[config.mk]
export PLATFORM = sky130hd
export DESIGN_NAME = uart_core
export DESIGN_NICKNAME = d
export VERILOG_FILES = /design/src/rtl/uart_core.sv
export SDC_FILE = /design/constraint.sdc
export NUM_CORES = 1
export LEC_CHECK = 0
export BUFFER_PORTS_ARGS = -buffer_cell sky130_fd_sc_hd__buf_2
export CAP_MARGIN = 25
export CORE_ASPECT_RATIO = 1.4
export CORE_MARGIN = 5
export CORE_UTILIZATION = 55
export DETAILED_ROUTE_END_ITERATION = 10
export PLACE_DENSITY = 0.75
export SETUP_SLACK_MARGIN = 0.2
export SYNTH_ARGS = -nofsm -noshare
export SYNTH_HDL_FRONTEND = slang
export SYNTH_SLANG_ARGS = --single-unit
[constraint.sdc]
create_clock -name clk -period 2.3 [get_ports clk]
set_input_delay 0.46 -clock clk [delete_from_list [all_inputs] [get_ports clk]]
set_output_delay 0.46 -clock clk [all_outputs]
set_load 0.005 [all_outputs]
[src/rtl/uart_core.sv]
// Full-duplex UART core: shared oversampling tick generator, TX with one holding register,
// RX with a two-flop input synchronizer, mid-bit sampling and per-frame status flags.
module uart_core #(
    parameter int DATA_BITS  = 8,
    parameter int PARITY     = 0,
    parameter int STOP_BITS  = 1,
    parameter int OVERSAMPLE = 16
) (
    input  logic                 clk,
    input  logic                 reset,
    input  logic [15:0]          baud_div,
    input  logic                 ld_tx_data,
    input  logic [DATA_BITS-1:0] tx_data,
    input  logic                 tx_enable,
    output logic                 tx_out,
    output logic                 tx_empty,
    output logic                 tx_over_run,
    input  logic                 rx_in,
    input  logic                 rx_enable,
    input  logic                 uld_rx_data,
    output logic [DATA_BITS-1:0] rx_data,
    output logic                 rx_empty,
    output logic                 rx_frame_err,
    output logic                 rx_parity_err,
    output logic                 rx_over_run
);

    localparam logic [3:0] OS_LAST = 4'(OVERSAMPLE - 1);
    localparam logic [3:0] OS_MID  = 4'(OVERSAMPLE / 2 - 1);
    localparam logic [2:0] DB_LAST = 3'(DATA_BITS - 1);
    localparam logic       SB_LAST = 1'(STOP_BITS - 1);

    typedef enum logic [2:0] {ST_IDLE, ST_START, ST_DATA, ST_PAR, ST_STOP} state_t;

    // ---------------- sample tick generator ----------------
    logic [15:0] baud_cnt_q, baud_cnt_d;
    logic [15:0] div_q, div_d;
    logic        tick;

    // The divisor is only picked up at a wrap so a change never produces a short period.
    always_comb begin
        tick       = (baud_cnt_q == div_q);
        baud_cnt_d = tick ? 16'd0 : baud_cnt_q + 16'd1;
        div_d      = tick ? baud_div : div_q;
    end

    // ---------------- transmitter ----------------
    state_t                 tx_state_q, tx_state_d;
    logic [3:0]             tx_tick_q, tx_tick_d;
    logic [2:0]             tx_bit_q, tx_bit_d;
    logic                   tx_stop_q, tx_stop_d;
    logic [DATA_BITS-1:0]   tx_hold_q, tx_hold_d;
    logic                   tx_empty_q, tx_empty_d;
    logic                   tx_ovr_q, tx_ovr_d;
    logic                   tx_out_q, tx_out_d;
    logic                   tx_done, tx_bit_end, tx_par_bit, tx_accept;

    always_comb begin
        tx_state_d = tx_state_q;
        tx_tick_d  = tx_tick_q;
        tx_bit_d   = tx_bit_q;
        tx_stop_d  = tx_stop_q;
        tx_hold_d  = tx_hold_q;
        tx_empty_d = tx_empty_q;
        tx_ovr_d   = tx_ovr_q;
        tx_out_d   = 1'b1;
        tx_done    = 1'b0;
        tx_bit_end = tick && (tx_tick_q == OS_LAST);
        tx_par_bit = (PARITY == 2) ? ~^tx_hold_q : ^tx_hold_q;

        if (tick) tx_tick_d = tx_tick_q + 4'd1;

        if (!tx_enable) begin
            tx_state_d = ST_IDLE;
            tx_tick_d  = 4'd0;
        end else begin
            case (tx_state_q)
                ST_IDLE: begin
                    tx_tick_d = 4'd0;
                    if (tick && !tx_empty_q) tx_state_d = ST_START;
                end
                ST_START: if (tx_bit_end) begin
                    tx_state_d = ST_DATA;
                    tx_tick_d  = 4'd0;
                    tx_bit_d   = 3'd0;
                end
                ST_DATA: if (tx_bit_end) begin
                    tx_tick_d = 4'd0;
                    if (tx_bit_q == DB_LAST) begin
                        tx_state_d = (PARITY != 0) ? ST_PAR : ST_STOP;
                        tx_stop_d  = 1'b0;
                    end else begin
                        tx_bit_d = tx_bit_q + 3'd1;
                    end
                end
                ST_PAR: if (tx_bit_end) begin
                    tx_state_d = ST_STOP;
                    tx_tick_d  = 4'd0;
                    tx_stop_d  = 1'b0;
                end
                ST_STOP: if (tx_bit_end) begin
                    tx_tick_d = 4'd0;
                    if (tx_stop_q == SB_LAST) begin
                        tx_state_d = ST_IDLE;
                        tx_done    = 1'b1;
                    end else begin
                        tx_stop_d = 1'b1;
                    end
                end
                default: tx_state_d = ST_IDLE;
            endcase
        end

        // The register frees up on the final stop tick, so a load in that cycle is legal.
        tx_accept = ld_tx_data && (tx_empty_q || tx_done);
        if (tx_done) tx_empty_d = 1'b1;
        if (tx_accept) begin
            tx_hold_d  = tx_data;
            tx_empty_d = 1'b0;
            tx_ovr_d   = 1'b0;
        end else if (ld_tx_data) begin
            tx_ovr_d = 1'b1;
        end

        case (tx_state_d)
            ST_START: tx_out_d = 1'b0;
            ST_DATA:  tx_out_d = tx_hold_q[tx_bit_d];
            ST_PAR:   tx_out_d = tx_par_bit;
            default:  tx_out_d = 1'b1;
        endcase
    end

    // ---------------- receiver ----------------
    logic                   rx_meta_q, rx_sync_q;
    state_t                 rx_state_q, rx_state_d;
    logic [3:0]             rx_tick_q, rx_tick_d;
    logic [2:0]             rx_bit_q, rx_bit_d;
    logic [DATA_BITS-1:0]   rx_shift_q, rx_shift_d;
    logic                   rx_par_q, rx_par_d;
    logic [DATA_BITS-1:0]   rx_hold_q, rx_hold_d;
    logic [DATA_BITS-1:0]   rx_data_q, rx_data_d;
    logic                   rx_empty_q, rx_empty_d;
    logic                   rx_ferr_q, rx_ferr_d;
    logic                   rx_perr_q, rx_perr_d;
    logic                   rx_ovr_q, rx_ovr_d;
    logic                   rx_done, rx_sample, rx_exp_par;

    always_comb begin
        rx_state_d = rx_state_q;
        rx_tick_d  = rx_tick_q;
        rx_bit_d   = rx_bit_q;
        rx_shift_d = rx_shift_q;
        rx_par_d   = rx_par_q;
        rx_hold_d  = rx_hold_q;
        rx_data_d  = rx_data_q;
        rx_empty_d = rx_empty_q;
        rx_ferr_d  = rx_ferr_q;
        rx_perr_d  = rx_perr_q;
        rx_ovr_d   = rx_ovr_q;
        rx_done    = 1'b0;
        rx_sample  = tick && (rx_tick_q == OS_LAST);
        rx_exp_par = (PARITY == 2) ? ~^rx_shift_q : ^rx_shift_q;

        if (tick) rx_tick_d = rx_tick_q + 4'd1;

        if (!rx_enable) begin
            rx_state_d = ST_IDLE;
            rx_tick_d  = 4'd0;
        end else begin
            case (rx_state_q)
                ST_IDLE: begin
                    rx_tick_d = 4'd0;
                    if (tick && !rx_sync_q) rx_state_d = ST_START;
                end
                // Re-align the tick counter to mid-bit so later samples land at bit centres.
                ST_START: if (tick && (rx_tick_q == OS_MID)) begin
                    rx_tick_d  = 4'd0;
                    rx_bit_d   = 3'd0;
                    rx_state_d = rx_sync_q ? ST_IDLE : ST_DATA;
                end
                ST_DATA: if (rx_sample) begin
                    rx_tick_d  = 4'd0;
                    rx_shift_d = {rx_sync_q, rx_shift_q[DATA_BITS-1:1]};
                    if (rx_bit_q == DB_LAST) rx_state_d = (PARITY != 0) ? ST_PAR : ST_STOP;
                    else                     rx_bit_d   = rx_bit_q + 3'd1;
                end
                ST_PAR: if (rx_sample) begin
                    rx_tick_d  = 4'd0;
                    rx_par_d   = rx_sync_q;
                    rx_state_d = ST_STOP;
                end
                ST_STOP: if (rx_sample) begin
                    rx_tick_d  = 4'd0;
                    rx_state_d = ST_IDLE;
                    rx_done    = 1'b1;
                end
                default: rx_state_d = ST_IDLE;
            endcase
        end

        if (uld_rx_data) begin
            rx_data_d  = rx_hold_q;
            rx_empty_d = 1'b1;
        end
        if (rx_done) begin
            rx_hold_d  = rx_shift_q;
            rx_empty_d = 1'b0;
            rx_ferr_d  = !rx_sync_q;
            rx_perr_d  = (PARITY != 0) && (rx_par_q != rx_exp_par);
            rx_ovr_d   = !rx_empty_q && !uld_rx_data;
        end
    end

    always_ff @(posedge clk) begin
        if (reset) begin
            baud_cnt_q <= '0;
            div_q      <= '0;
            tx_state_q <= ST_IDLE;
            tx_tick_q  <= '0;
            tx_bit_q   <= '0;
            tx_stop_q  <= 1'b0;
            tx_hold_q  <= '0;
            tx_empty_q <= 1'b1;
            tx_ovr_q   <= 1'b0;
            tx_out_q   <= 1'b1;
            rx_meta_q  <= 1'b1;
            rx_sync_q  <= 1'b1;
            rx_state_q <= ST_IDLE;
            rx_tick_q  <= '0;
            rx_bit_q   <= '0;
            rx_shift_q <= '0;
            rx_par_q   <= 1'b0;
            rx_hold_q  <= '0;
            rx_data_q  <= '0;
            rx_empty_q <= 1'b1;
            rx_ferr_q  <= 1'b0;
            rx_perr_q  <= 1'b0;
            rx_ovr_q   <= 1'b0;
        end else begin
            baud_cnt_q <= baud_cnt_d;
            div_q      <= div_d;
            tx_state_q <= tx_state_d;
            tx_tick_q  <= tx_tick_d;
            tx_bit_q   <= tx_bit_d;
            tx_stop_q  <= tx_stop_d;
            tx_hold_q  <= tx_hold_d;
            tx_empty_q <= tx_empty_d;
            tx_ovr_q   <= tx_ovr_d;
            tx_out_q   <= tx_out_d;
            rx_meta_q  <= rx_in;
            rx_sync_q  <= rx_meta_q;
            rx_state_q <= rx_state_d;
            rx_tick_q  <= rx_tick_d;
            rx_bit_q   <= rx_bit_d;
            rx_shift_q <= rx_shift_d;
            rx_par_q   <= rx_par_d;
            rx_hold_q  <= rx_hold_d;
            rx_data_q  <= rx_data_d;
            rx_empty_q <= rx_empty_d;
            rx_ferr_q  <= rx_ferr_d;
            rx_perr_q  <= rx_perr_d;
            rx_ovr_q   <= rx_ovr_d;
        end
    end

    assign tx_out        = tx_out_q;
    assign tx_empty      = tx_empty_q;
    assign tx_over_run   = tx_ovr_q;
    assign rx_data       = rx_data_q;
    assign rx_empty      = rx_empty_q;
    assign rx_frame_err  = rx_ferr_q;
    assign rx_parity_err = rx_perr_q;
    assign rx_over_run   = rx_ovr_q;

endmodule

==> summary by stage, run 1 <==
Status
The flow ran to the end, and the final reports show no timing, DRC or antenna violations.

Placed design
The count of port buffers added during placement is 44. At the end of routability-driven placement, the weighted congestion stood at 0.802. Once placement finished, the instance area stood at 4590 um^2. The placed wire-length estimate after detailed placement is 6130 um.

Global route
For this run, global-route usage on met3 was measured as 2.94%. In the global route stage, met2 resource usage came out at 33.1%. The via count of the first global-routing pass is 3289. The initial antenna violation count came to 0. The most used routing layer in global routing is met2.

For this run, the total global-route usage over all layers was measured as 18.4%. In the global route stage, met1 resource usage came out at 20.8%. The leftover overflow at the end of global routing is 0. The first-pass GRT wire length is 14300 um. Entering global routing, the biggest net connects 28 pins.

Yosys
Counting every instance in the synthesized netlist gives 455. The combinational family with the most area after synthesis is simple AND/OR/NAND/NOR gates. The biggest area consumer among synthesized cells is dfxtp_1. The number of flops mapped to enable cells by yosys is 0. By area the synthesized netlist is led by dfxtp_1 45%, mux2i_1 9.0%, nor2_1 6.6%, xor2_1 5.9%, nand2_1 4.3%. The number of different library cells in the post-synthesis netlist is 58. During synthesis, Yosys emitted a total of 0 warnings.

In this run the biggest area consumer among cell types represents 44.6% of the synthesized area. Summing every instance area after synthesis gives 4130 um^2. By instance count, the leading cell after synthesis is dfxtp_1. By count the netlist is led by 92 x dfxtp_1, 73 x nor2_1, 47 x nand2_1, 37 x mux2i_1.

The average instance area after synthesis is 9.08 um^2. The synthesized netlist devotes 9.18% of its cell area to compound gates. The count of state elements after synthesis is 92. The post-synth net total is 492. The share of synthesized cell area in full adder, half adder and majority cells is 1.82%.

The sequential area share after synthesis is 44.6%. Of the total synthesized cell area, the portion taken by XOR and XNOR cells is 8.91%. The predominant post-synthesis flop cell is dfxtp_1. The fraction of registers with async set or reset after synthesis is 0%.

The multiplexer area fraction after synthesis is 9.60%. After Yosys synthesis, and, or, nand and nor cells account for 22.5% of the synthesized area.

Routing
For this run, design rule violations remaining after detail routing come to 0. For this block, the routed nets add up to 8460 um of wire. After detailed routing, the number of vias per cell comes to 5.30. The number of iterations in the first detailed-routing pass is 4.

After the first detailed-routing iteration, the DRC count stood at 156. The detailed-route wire length per cell is 13.6 um. Across all layers, the routed design uses 3293 vias. The residual antenna-violating net count after detailed routing is 0.

Critical path
The worst setup path is of the reg -> reg kind. The endpoint required time on the critical path is 2550 ps. Data on the critical path arrives at its endpoint at 2530 ps. The largest incremental delay on the critical path is 440 ps. STA classifies the critical path endpoint as a flop. The slowest stage of the critical path is the dfxtp_1 cell. The kind of start point of the critical path is a flop. The signal on the critical path passes through ha_1, a21o_1, nor2_1, and4b_1, a32oi_1, nand2_2, mux2_4, o2111ai_1, o211ai_1. Along the worst path, the maximum fanout reaches 5.

STA
Setup repair after global routing could not meet its margin everywhere. Based on the critical path, the design can be clocked at up to 438 MHz. The count of final max-slew check failures was 0. The post-layout minimum cycle time is 2280 ps. The number of endpoints failing setup at the final stage is 0. The number of hold violations in the final report is 0. The final cycle utilization of the critical path is 99.3%. The final-layout setup total negative slack is 0 ps. For the final database, setup skew stands at 9.43 ps.

CTS
TritonCTS built the clock tree. The master cell of the clock root buffer is clkbuf_8. Counting the buffers created by CTS gives 9.

Clock tree synthesis found a total of 92 sinks. The clock passes through at most 2 buffers. After clock tree synthesis, the clock-pin slew on the worst setup and hold paths is 100 ps.

The H-tree was split into 3 levels. The clock insertion delay at the later pin of the skew report is 370 ps.

Cells and area
In the final design database the tool counted 556 nets. The combined area of the multi-input logic cells is 2210 um^2. From synthesis to final layout, the design area changed by 18.3%.

The number of antenna repair diodes is 0. The total area of sequential cells is 1850 um^2. In the final layout, the share of cells above drive strength 1 is 23.7%. The post-route standard cell area excluding fillers is 4890 um^2. The filler cell count in the final layout is 584. For this run, the share of the core covered by cells in the final layout is 66.4%.

Floorplan
Measured along the x axis, the die boundary spans 83.2 um. 46 I/O pins were placed. The die covers 9370 um^2.

After floorplanning, the core was sized to cover 7360 um^2. Row generation in the floorplan step produced 37 rows. The initial core utilization is 56.1%. The y dimension of the die is 113 um.

Pwr
The maximum VDD drop is 485 uV. Total power for the finished layout comes to 4.27 mW. The static leakage power is 2.21 nW. The power per standard cell area is 874 nW/um^2.

Run
Across the run, the number of max-cap violations was 0.

Hold path
The min-delay analysis places its worst path in the category in -> reg.
## per-stage QoR
step	std cells	worst slack [ps]	hold slack, ps
floorplan	455	247	389
detailed placement	602	-41.2	399
CTS	619	34.2	265
finish	621	17.2	276
global placement	602	37.3	396
global route	621	-146	273
## layout by cell type (no fill, tap or decap), types with 6 or more instances in the layout
cell type	Yosys	routed
xnor2_1	14	14
buf_2	2	44
nand2_1	47	47
a21oi_1	28	28
ha_1	6	6
mux2i_1	37	37
dfxtp_1	92	87
buf_4	2	28
xor2_1	28	27
inv_1	7	7
clkbuf_8	0	9
nand3_1	16	16
nor2_1	73	73
## routing by layer
metal | vias up | wire, um | part of all wire (%)
met5 | - | 0 | 0
li1 | 1678 | - | -
met4 | 0 | 237 | 2.8
met3 | 20 | 236 | 2.8
met2 | 59 | 4440 | 53
met1 | 1536 | 3540 | 42
## kinds of logic (layout without fill, tap and decap cells)
kind of cell / count (synthesis) / in the layout
and+or+nand+nor: 184 / 184
muxes: 39 / 39
other: 1 / 1
adders and majority gates: 6 / 6
xor gates and xnor gates: 42 / 42
DFF: 92 / 92
buffers and inverters: 30 / 99
AOI/OAI and AO/OA: 61 / 61
## path summary, 6_finish.rpt
path                                              from              endpoint  slack [ps]  depth (start not counted)
worst max register to register  tx_bit_q[0]$_SDFF_PP0_     tx_out$_SDFF_PP1_          20                          9
worst min-delay path                             rx_in  rx_meta_q$_SDFF_PP1_         280                          2
worst max-delay path            tx_bit_q[0]$_SDFF_PP0_     tx_out$_SDFF_PP1_          20                          9
worst min register to register    rx_meta_q$_SDFF_PP1_  rx_sync_q$_SDFF_PP1_         410                          1
## repair_timing
item / in CTS / in global routing
hold buffers: 0 / 0
pin swaps: 7 / 5
resized for setup: 8 / 13
endpoints found under the setup margin: 36 / 45
buffers inserted: 1 / 2
## layout make-up
type                    count  share of cell area (%)
clock buffers               9                    2.53
repair buffers             76                    10.1
clock inverters             7                    1.38
inverters                   7                   0.538
multi-input cells         333                    45.2
flip-flops and latches     92                    37.8
well taps                  97                    2.48
## worst max-delay path: cells and delay by family, from the launching register on
family	cells	cell delay, ps
compound gates	4	790
simple gates	3	400
fa+ha+maj	1	210
flops	1	440
mux	1	320
## sequential cells by signal, summed over array words and instances, names as in the netlist
register,flops
baud_cnt_q,16
div_q,16
rx_bit_q,3
rx_data,8
rx_empty,1
rx_frame_err,1
rx_hold_q,8
rx_meta_q,1
rx_over_run,1
rx_shift_q,8
rx_state_q,3
rx_sync_q,1
rx_tick_q,4
tx_bit_q,3
tx_empty,1
tx_hold_q,8
tx_out,1
tx_over_run,1
tx_state_q,3
tx_tick_q,4
## where the power goes
| group | internal, mW | switching (mW) | total [mW] |
|---|---|---|---|
| Combinational | 0.642 | 0.787 | 1.43 |
| Sequential | 1.71 | 0.0818 | 1.79 |
| Clock | 0.423 | 0.630 | 1.05 |
| Total | 2.77 | 1.50 | 4.27 |
No activity file was read; power rests on OpenSTA's default activity.
==> inputs of run 2 (changes only) <==
--- a/config.mk
+++ b/config.mk
@@ -7,11 +7,12 @@
 export LEC_CHECK = 0
 export BUFFER_PORTS_ARGS = -buffer_cell sky130_fd_sc_hd__buf_2
 export CAP_MARGIN = 25
-export CORE_ASPECT_RATIO = 1.4
+export CORE_ASPECT_RATIO = 0.6
 export CORE_MARGIN = 5
 export CORE_UTILIZATION = 55
 export DETAILED_ROUTE_END_ITERATION = 10
 export PLACE_DENSITY = 0.75
+export REMOVE_ABC_BUFFERS = 1
 export SETUP_SLACK_MARGIN = 0.2
 export SYNTH_ARGS = -nofsm -noshare
 export SYNTH_HDL_FRONTEND = slang
==> summary by stage, run 2 (same netlist as run 1, synthesis figures left out) <==
STA
The number of hold violations in the final report is 0 (unchanged). The worst-case headroom to the max-slew limit is 61.4%. The hold slack is 295 ps (was 276 ps). The post-route clock skew is 7.87 ps (was 9.43 ps).

The final cycle utilization of the critical path was 101% (was 99.3%). The final-layout setup total negative slack is -83.1 ps (was 0 ps). At the pin with the least slew margin, the transition time is 578 ps.

The count of final max-slew check failures is 0 (unchanged). Unrepaired setup endpoints after global routing: yes (unchanged). The post-layout minimum cycle time is 2330 ps (was 2280 ps). The maximum clock frequency was 429 MHz (was 438 MHz). The worst-case setup margin in the final layout is -31.5 ps (was 17.2 ps).

The number of endpoints failing setup at the final stage is 3 (was 0).

Hold path
The startpoint of the worst hold path was rx_in (unchanged). The kind of path behind the tightest hold check is in -> reg (unchanged).

Critical path
The kind of start point of the critical path is a flop (unchanged). The origin of the critical flop-to-flop path is div_q[8]$_SDFFE_PP0N_ (was tx_bit_q[0]$_SDFF_PP0_). The endpoint required time on the critical path is 2540 ps (was 2550 ps).

The critical path class is reg -> reg (unchanged). The biggest fanout along the worst timing path is 6 (was 5). The capturing element type of the critical path is a flop (unchanged). The most prevalent standard cell on the critical path is buf_4. The slowest stage cell on the critical path is dfxtp_1 (unchanged). The origin of the worst setup path is div_q[8]$_SDFFE_PP0N_ (was tx_bit_q[0]$_SDFF_PP0_). Ordered cell list for the critical path: xor2_1, nor4_2, buf_4, and4_2, buf_4, and3_4, nand2_1, o21ai_1, a211oi_2, and2_1 (was ha_1, a21o_1, nor2_1, and4b_1, a32oi_1, nand2_2, mux2_4, o2111ai_1, o211ai_1). The endpoint arrival time on the critical path is 2570 ps (was 2530 ps). The largest incremental delay on the critical path is 320 ps (was 440 ps).

Run
The number of max-cap violations is 0 (unchanged).

Pwr
The switching part of the total came to 32.4% (was 35.1%). The static leakage power was 2.28 nW (was 2.21 nW). The switching power of the nets was 1.53 mW (was 1.50 mW). The internal power contribution was 3.20 mW (was 2.77 mW). The clock share of power is 31.2% (was 24.7%). The fraction of power consumed by sequential logic is 38.1% (was 41.9%).

The combinational power share is 30.7% (was 33.5%). The power per standard cell area came to 928 nW/um^2 (was 874 nW/um^2). The maximum VDD drop is 545 uV (was 485 uV).

Global route
The first-pass GRT wire length is 15200 um (was 14300 um). The pin count of the biggest net entering global routing is 36 (was 28). The leftover overflow at the end of global routing is 0 (unchanged). The total routing usage reported by global routing is 20.1% (was 18.4%). The via count of the first global-routing pass is 3229 (was 3289). The initial antenna violation count is 0 (unchanged).

Floorplan
The number of core rows is 24 (was 37). The die area came to 9400 um^2 (was 9370 um^2). The initial core utilization is 56.6% (was 56.1%). The count of pins on the block boundary is 46 (unchanged). The horizontal extent of the die is 122 um (was 83.2 um). The placeable core region came to 7300 um^2 (was 7360 um^2). The y dimension of the die came to 77.1 um (was 113 um).

Routing
The detailed-route wire length per cell is 14.9 um (was 13.6 um). The vias per cell is 5.31 (was 5.30). The post-detailed-routing wire length was 9400 um (was 8460 um). The number of DRC violations after detailed routing is 0 (unchanged).

The residual antenna-violating net count after detailed routing came to 0 (unchanged). The number of iterations in the first detailed-routing pass is 4 (unchanged). The via count of the routed design is 3364 (was 3293). The DRC marker count from the first detailed-route iteration was 190 (was 156).

Cells and area
The fraction of layout instances using a drive strength above 1 is 25.1% (was 23.7%). The final core utilization is 69.8% (was 66.4%). Largest registers ranked by flip-flop count: baud_cnt_q (16), div_q (16) (unchanged). The most frequent standard cell in the layout excluding fill and tap cells is dfxtp_1 (unchanged). Commonest cells after routing, fill and taps aside: 88 x dfxtp_1, 72 x nor2_1, 47 x nand2_1, 44 x buf_2, 37 x mux2i_1 (was 87 x dfxtp_1, 73 x nor2_1, 47 x nand2_1, 44 x buf_2, 37 x mux2i_1). The number of nets at the end of the flow came to 562 (was 556).

The number of antenna repair diodes was 0 (unchanged). The area overhead of the layout relative to synthesis is 23.4% (was 18.3%).

CTS
The clock insertion delay at the later pin of the skew report is 350 ps (was 370 ps). The clock transition at the register clock pins on the worst setup and hold paths after CTS is 60 ps (was 100 ps). The number of H-tree levels was 3 (unchanged). The clock tree from TritonCTS is built (unchanged). The count of clock tree sinks came to 92 (unchanged).

The maximum clock path buffer count is 2 (unchanged). The number of clock buffers inserted by TritonCTS is 9 (unchanged). The master cell of the clock root buffer is clkbuf_16 (was clkbuf_8). The hold buffer count at cts was 0 (unchanged).

Placed design
The placed wire-length estimate after detailed placement is 6170 um (was 6130 um). The final weighted congestion in routability-driven placement is 0.881 (was 0.802). The count of port buffers added during placement is 44 (unchanged).

Status
Result of the run: complete, but fails checks (was complete, no violations). The checks that failed: setup timing.
-- run 2: worst max-delay path: cells and delay by family, from the launching register on --
| family | cells | cell delay, ps |
|---|---|---|
| simple gates | 5 | 1040 |
| compound gates | 2 | 360 |
| buf+inv | 2 | 340 |
| flops | 1 | 320 |
| xor+xnor | 1 | 170 |
-- run 2: path summary, 6_finish.rpt --
kind / endpoint / slack (ps) / depth (start not counted)
worst max-delay path: rx_tick_q[3]$_SDFF_PP0_ / -30 / 10
worst min-delay path: rx_meta_q$_SDFF_PP1_ / 300 / 2
worst max register to register: rx_tick_q[3]$_SDFF_PP0_ / -30 / 10
worst min register to register: rx_sync_q$_SDFF_PP1_ / 420 / 1
-- run 2: per-layer routing --
metal,share of wire (%),vias up,GRT usage (%)
li1,-,1690,-
met3,5.1,10,6.54
met1,47,1585,26.1
met5,0,-,0
met4,1.1,0,6.04
met2,47,79,31.8
-- run 2: power groups by stage --
stage | clock network, mW | registers, mW | logic, mW
floorplan | 0 | 1.81 | 0.778
finish | 1.47 | 1.80 | 1.45
global placement | 0 | 1.83 | 1.19
global route | 1.57 | 1.81 | 1.59
CTS | 1.49 | 1.80 | 1.39
detailed placement | 0 | 1.83 | 1.22
-- run 2: area by class of cell --
class / count / area (um^2)
multi-input combinational: 334 / 2270
fill: 561 / 2200
clock buffer: 11 / 243
clock inverter: 4 / 50.0
inverter: 7 / 26.3
timing repair buffer: 81 / 529
sequential: 92 / 1850
tap: 104 / 130
-- run 2: timing repair --
item	in CTS	in global routing
setup endpoints to repair	39	62
buffers inserted	8	1
gates cloned	0	1
resized for setup	15	13
pin swaps	9	9
-- run 2: per-stage QoR --
step	cell area (um^2)	setup slack (ps)	total power, mW	instances
3_3_place_gp	4580	21.4	3.02	608
2_1_floorplan	4020	-329	2.59	432
5_1_grt	5090	-179	4.97	633
4_1_cts	5010	51.2	4.68	631
6_report	5090	-31.5	4.73	633
3_5_place_dp	4580	-34.7	3.05	608
==> inputs of run 3 (changes only) <==
--- a/config.mk
+++ b/config.mk
@@ -11,7 +11,7 @@
 export CORE_MARGIN = 5
 export CORE_UTILIZATION = 55
 export DETAILED_ROUTE_END_ITERATION = 10
-export PLACE_DENSITY = 0.75
+export PLACE_DENSITY_LB_ADDON = 0.15
 export REMOVE_ABC_BUFFERS = 1
 export SETUP_SLACK_MARGIN = 0.2
 export SYNTH_ARGS = -nofsm -noshare
==> summary by stage, run 3 (same netlist as run 1, synthesis figures left out) <==
Floorplan
The die area is 9400 um^2 (unchanged). The y dimension of the die was 77.1 um (unchanged). The horizontal extent of the die was 122 um (unchanged). The placeable core region is 7300 um^2 (unchanged).

The count of pins on the block boundary is 46 (unchanged). The number of core rows is 24 (unchanged). The initial core utilization is 56.6% (unchanged).

Pwr
The power per standard cell area is 994 nW/um^2 (was 928 nW/um^2). The maximum VDD drop is 683 uV (was 545 uV). The static leakage power is 2.41 nW (was 2.28 nW). The final total power came to 5.35 mW (was 4.73 mW).

CTS
The clock tree from TritonCTS is built (unchanged). The number of clock buffers inserted by TritonCTS is 9 (unchanged). The count of clock tree sinks came to 92 (unchanged). The hold buffer count at cts is 0 (unchanged). The maximum clock path buffer count is 2 (unchanged). The number of H-tree levels is 3 (unchanged).

The master cell of the clock root buffer is clkbuf_16 (unchanged). The clock transition at the register clock pins on the worst setup and hold paths after CTS came to 60 ps (about the same). The clock insertion delay at the later pin of the skew report was 350 ps (about the same).

Hold path
The kind of path behind the tightest hold check is in -> reg (unchanged). The worst-case hold path end point is rx_meta_q$_SDFF_PP1_ (unchanged). The startpoint of the worst hold path is rx_in (unchanged). The worst hold path cell count came to 2 (unchanged).

Routing
The number of DRC violations after detailed routing is 0 (unchanged). The detailed-route wire length per cell came to 16.6 um (was 14.9 um). The via count of the routed design is 3565 (was 3364). The DRC marker count from the first detailed-route iteration came to 303 (was 190). The residual antenna-violating net count after detailed routing was 0 (unchanged). The post-detailed-routing wire length is 10700 um (was 9400 um). The vias per cell was 5.53 (was 5.31). The number of iterations in the first detailed-routing pass came to 5 (was 4).

STA
The number of hold violations in the final report is 0 (unchanged). Unrepaired setup endpoints after global routing: yes (unchanged). The count of final max-slew check failures is 0 (unchanged). The hold slack is 294 ps (was 295 ps).

The post-layout minimum cycle time came to 2440 ps (was 2330 ps). The transition at the pin with the smallest max-transition slack is 604 ps (was 578 ps). The worst-case setup margin in the final layout was -137 ps (was -31.5 ps). The final cycle utilization of the critical path was 106% (was 101%).

The worst-case headroom to the max-slew limit was 59.7% (was 61.4%). The post-route clock skew is 8.95 ps (was 7.87 ps). The maximum clock frequency is 410 MHz (was 429 MHz). The number of endpoints failing setup at the final stage is 1 (was 3).

Cells and area
The number of nets at the end of the flow is 573 (was 562). The number of antenna repair diodes is 0 (unchanged). The area overhead of the layout relative to synthesis is 30.3% (was 23.4%). The post-route standard cell area excluding fillers is 5380 um^2 (was 5090 um^2).

Largest registers ranked by flip-flop count: baud_cnt_q (16), div_q (16) (unchanged). Commonest cells after routing, fill and taps aside: 89 x dfxtp_1, 68 x nor2_1, 46 x nand2_1, 44 x buf_2, 37 x mux2i_1 (was 88 x dfxtp_1, 72 x nor2_1, 47 x nand2_1, 44 x buf_2, 37 x mux2i_1). The most frequent standard cell in the layout excluding fill and tap cells is dfxtp_1 (unchanged).

The final core utilization is 73.7% (was 69.8%). The fraction of layout instances using a drive strength above 1 is 29.2% (was 25.1%).

Global route
The via count of the first global-routing pass is 3103 (was 3229). The pin count of the biggest net entering global routing is 35 (was 36). The first-pass GRT wire length is 15200 um (about the same). The leftover overflow at the end of global routing is 0 (unchanged). The total routing usage reported by global routing is 20.2% (was 20.1%). The initial antenna violation count came to 0 (unchanged).

Run
The number of max-cap violations came to 0 (unchanged).

Critical path
The kind of start point of the critical path is a flop (unchanged). The cell count of the worst reg-to-reg path is 9 (was 10). The endpoint required time on the critical path is 2570 ps (was 2540 ps). The setup slack of the most critical reg-to-reg path is -140 ps (was -30 ps). The endpoint arrival time on the critical path came to 2700 ps (was 2570 ps). The capturing element type of the critical path is a flop (unchanged). The biggest fanout along the worst timing path was 5 (was 6). The origin of the critical flop-to-flop path is div_q[14]$_SDFFE_PP0N_ (was div_q[8]$_SDFFE_PP0N_). The endpoint of the worst-slack reg-to-reg timing path is tx_out$_SDFF_PP1_ (was rx_tick_q[3]$_SDFF_PP0_). The critical path class was reg -> reg (unchanged).

Placed design
The placed standard-cell area is 4580 um^2 (about the same). The final weighted congestion in routability-driven placement is 0.846 (was 0.881). The placed wire-length estimate after detailed placement came to 6490 um (was 6170 um). The pre-CTS worst setup slack is -87.6 ps (was -34.7 ps). The count of port buffers added during placement came to 44 (unchanged).

Status
Result of the run: complete, but fails checks (unchanged). Failing checks: setup timing (unchanged).
[run 3: cell types whose count changed in the layout (fill, tap and decap cells not counted), moves of 2 or more]
cell	before	now
a21oi_1	27	24
a21oi_2	1	4
buf_4	31	36
buf_8	0	2
inv_6	0	2
nand2_4	0	2
nor2_1	72	68
nor2_4	1	5
[run 3: repair_timing]
item | 4_1_cts | 5_1_grt
gates resized for setup | 5 | 53
cloned | 0 | 3
setup endpoints to repair | 39 | 44
pin swaps | 4 | 23
setup buffers | 3 | 16
[run 3: worst max-delay path by stage]
stage / slack [ps] / to / start / cells after the start
global route: -160 / tx_out$_SDFF_PP1_ / div_q[14]$_SDFFE_PP0N_ / 9
floorplan: -330 / tx_out$_SDFF_PP1_ / baud_cnt_q[4]$_SDFF_PP0_ / 8
finish: -140 / tx_out$_SDFF_PP1_ / div_q[14]$_SDFFE_PP0N_ / 9
detailed placement: -90 / tx_out$_SDFF_PP1_ / div_q[15]$_SDFFE_PP0N_ / 9
CTS: -50 / tx_out$_SDFF_PP1_ / div_q[7]$_SDFFE_PP0N_ / 9
global placement: -4 / tx_out$_SDFF_PP1_ / div_q[2]$_SDFFE_PP0N_ / 9
[run 3: worst max-delay path, cell delays in order, from the launching register on]
cell	delay, ps
dfxtp_1	340
xor2_1	200
nor4_4	320
buf_4	180
buf_4	100
nand4_2	190
o21ai_0	250
o21a_1	240
mux2_2	360
o211ai_1	180
[run 3: power by group]
group / switching [mW] / internal (mW) / total (mW)
combinational: 1.01 / 0.936 / 1.95
sequential: 0.0876 / 1.71 / 1.80
clock: 0.641 / 0.962 / 1.60
[run 3: routing by layer]
layer,vias to the layer above,GRT usage [%],share of wire [%]
met5,-,0,0
met4,0,5.26,1.5
met1,1727,29.3,48
met3,21,6.76,5.5
li1,1713,-,-
met2,104,28.4,45
[run 3: final cells by class]
cell class                 instances  area, um^2
inverter                           7        26.3
fill                             524        1920
clock inverter                     6        93.8
timing repair buffer              91         653
sequential                        92        1850
multi-input combinational        335        2400
tap                              104         130
clock buffer                      10         229
[run 3: through the flow]
stage | std cells | TNS [ps]
2_1_floorplan | 432 | -5620
3_3_place_gp | 607 | -3.83
3_5_place_dp | 607 | -99.1
4_1_cts | 626 | -144
5_1_grt | 645 | -390
6_report | 645 | -137
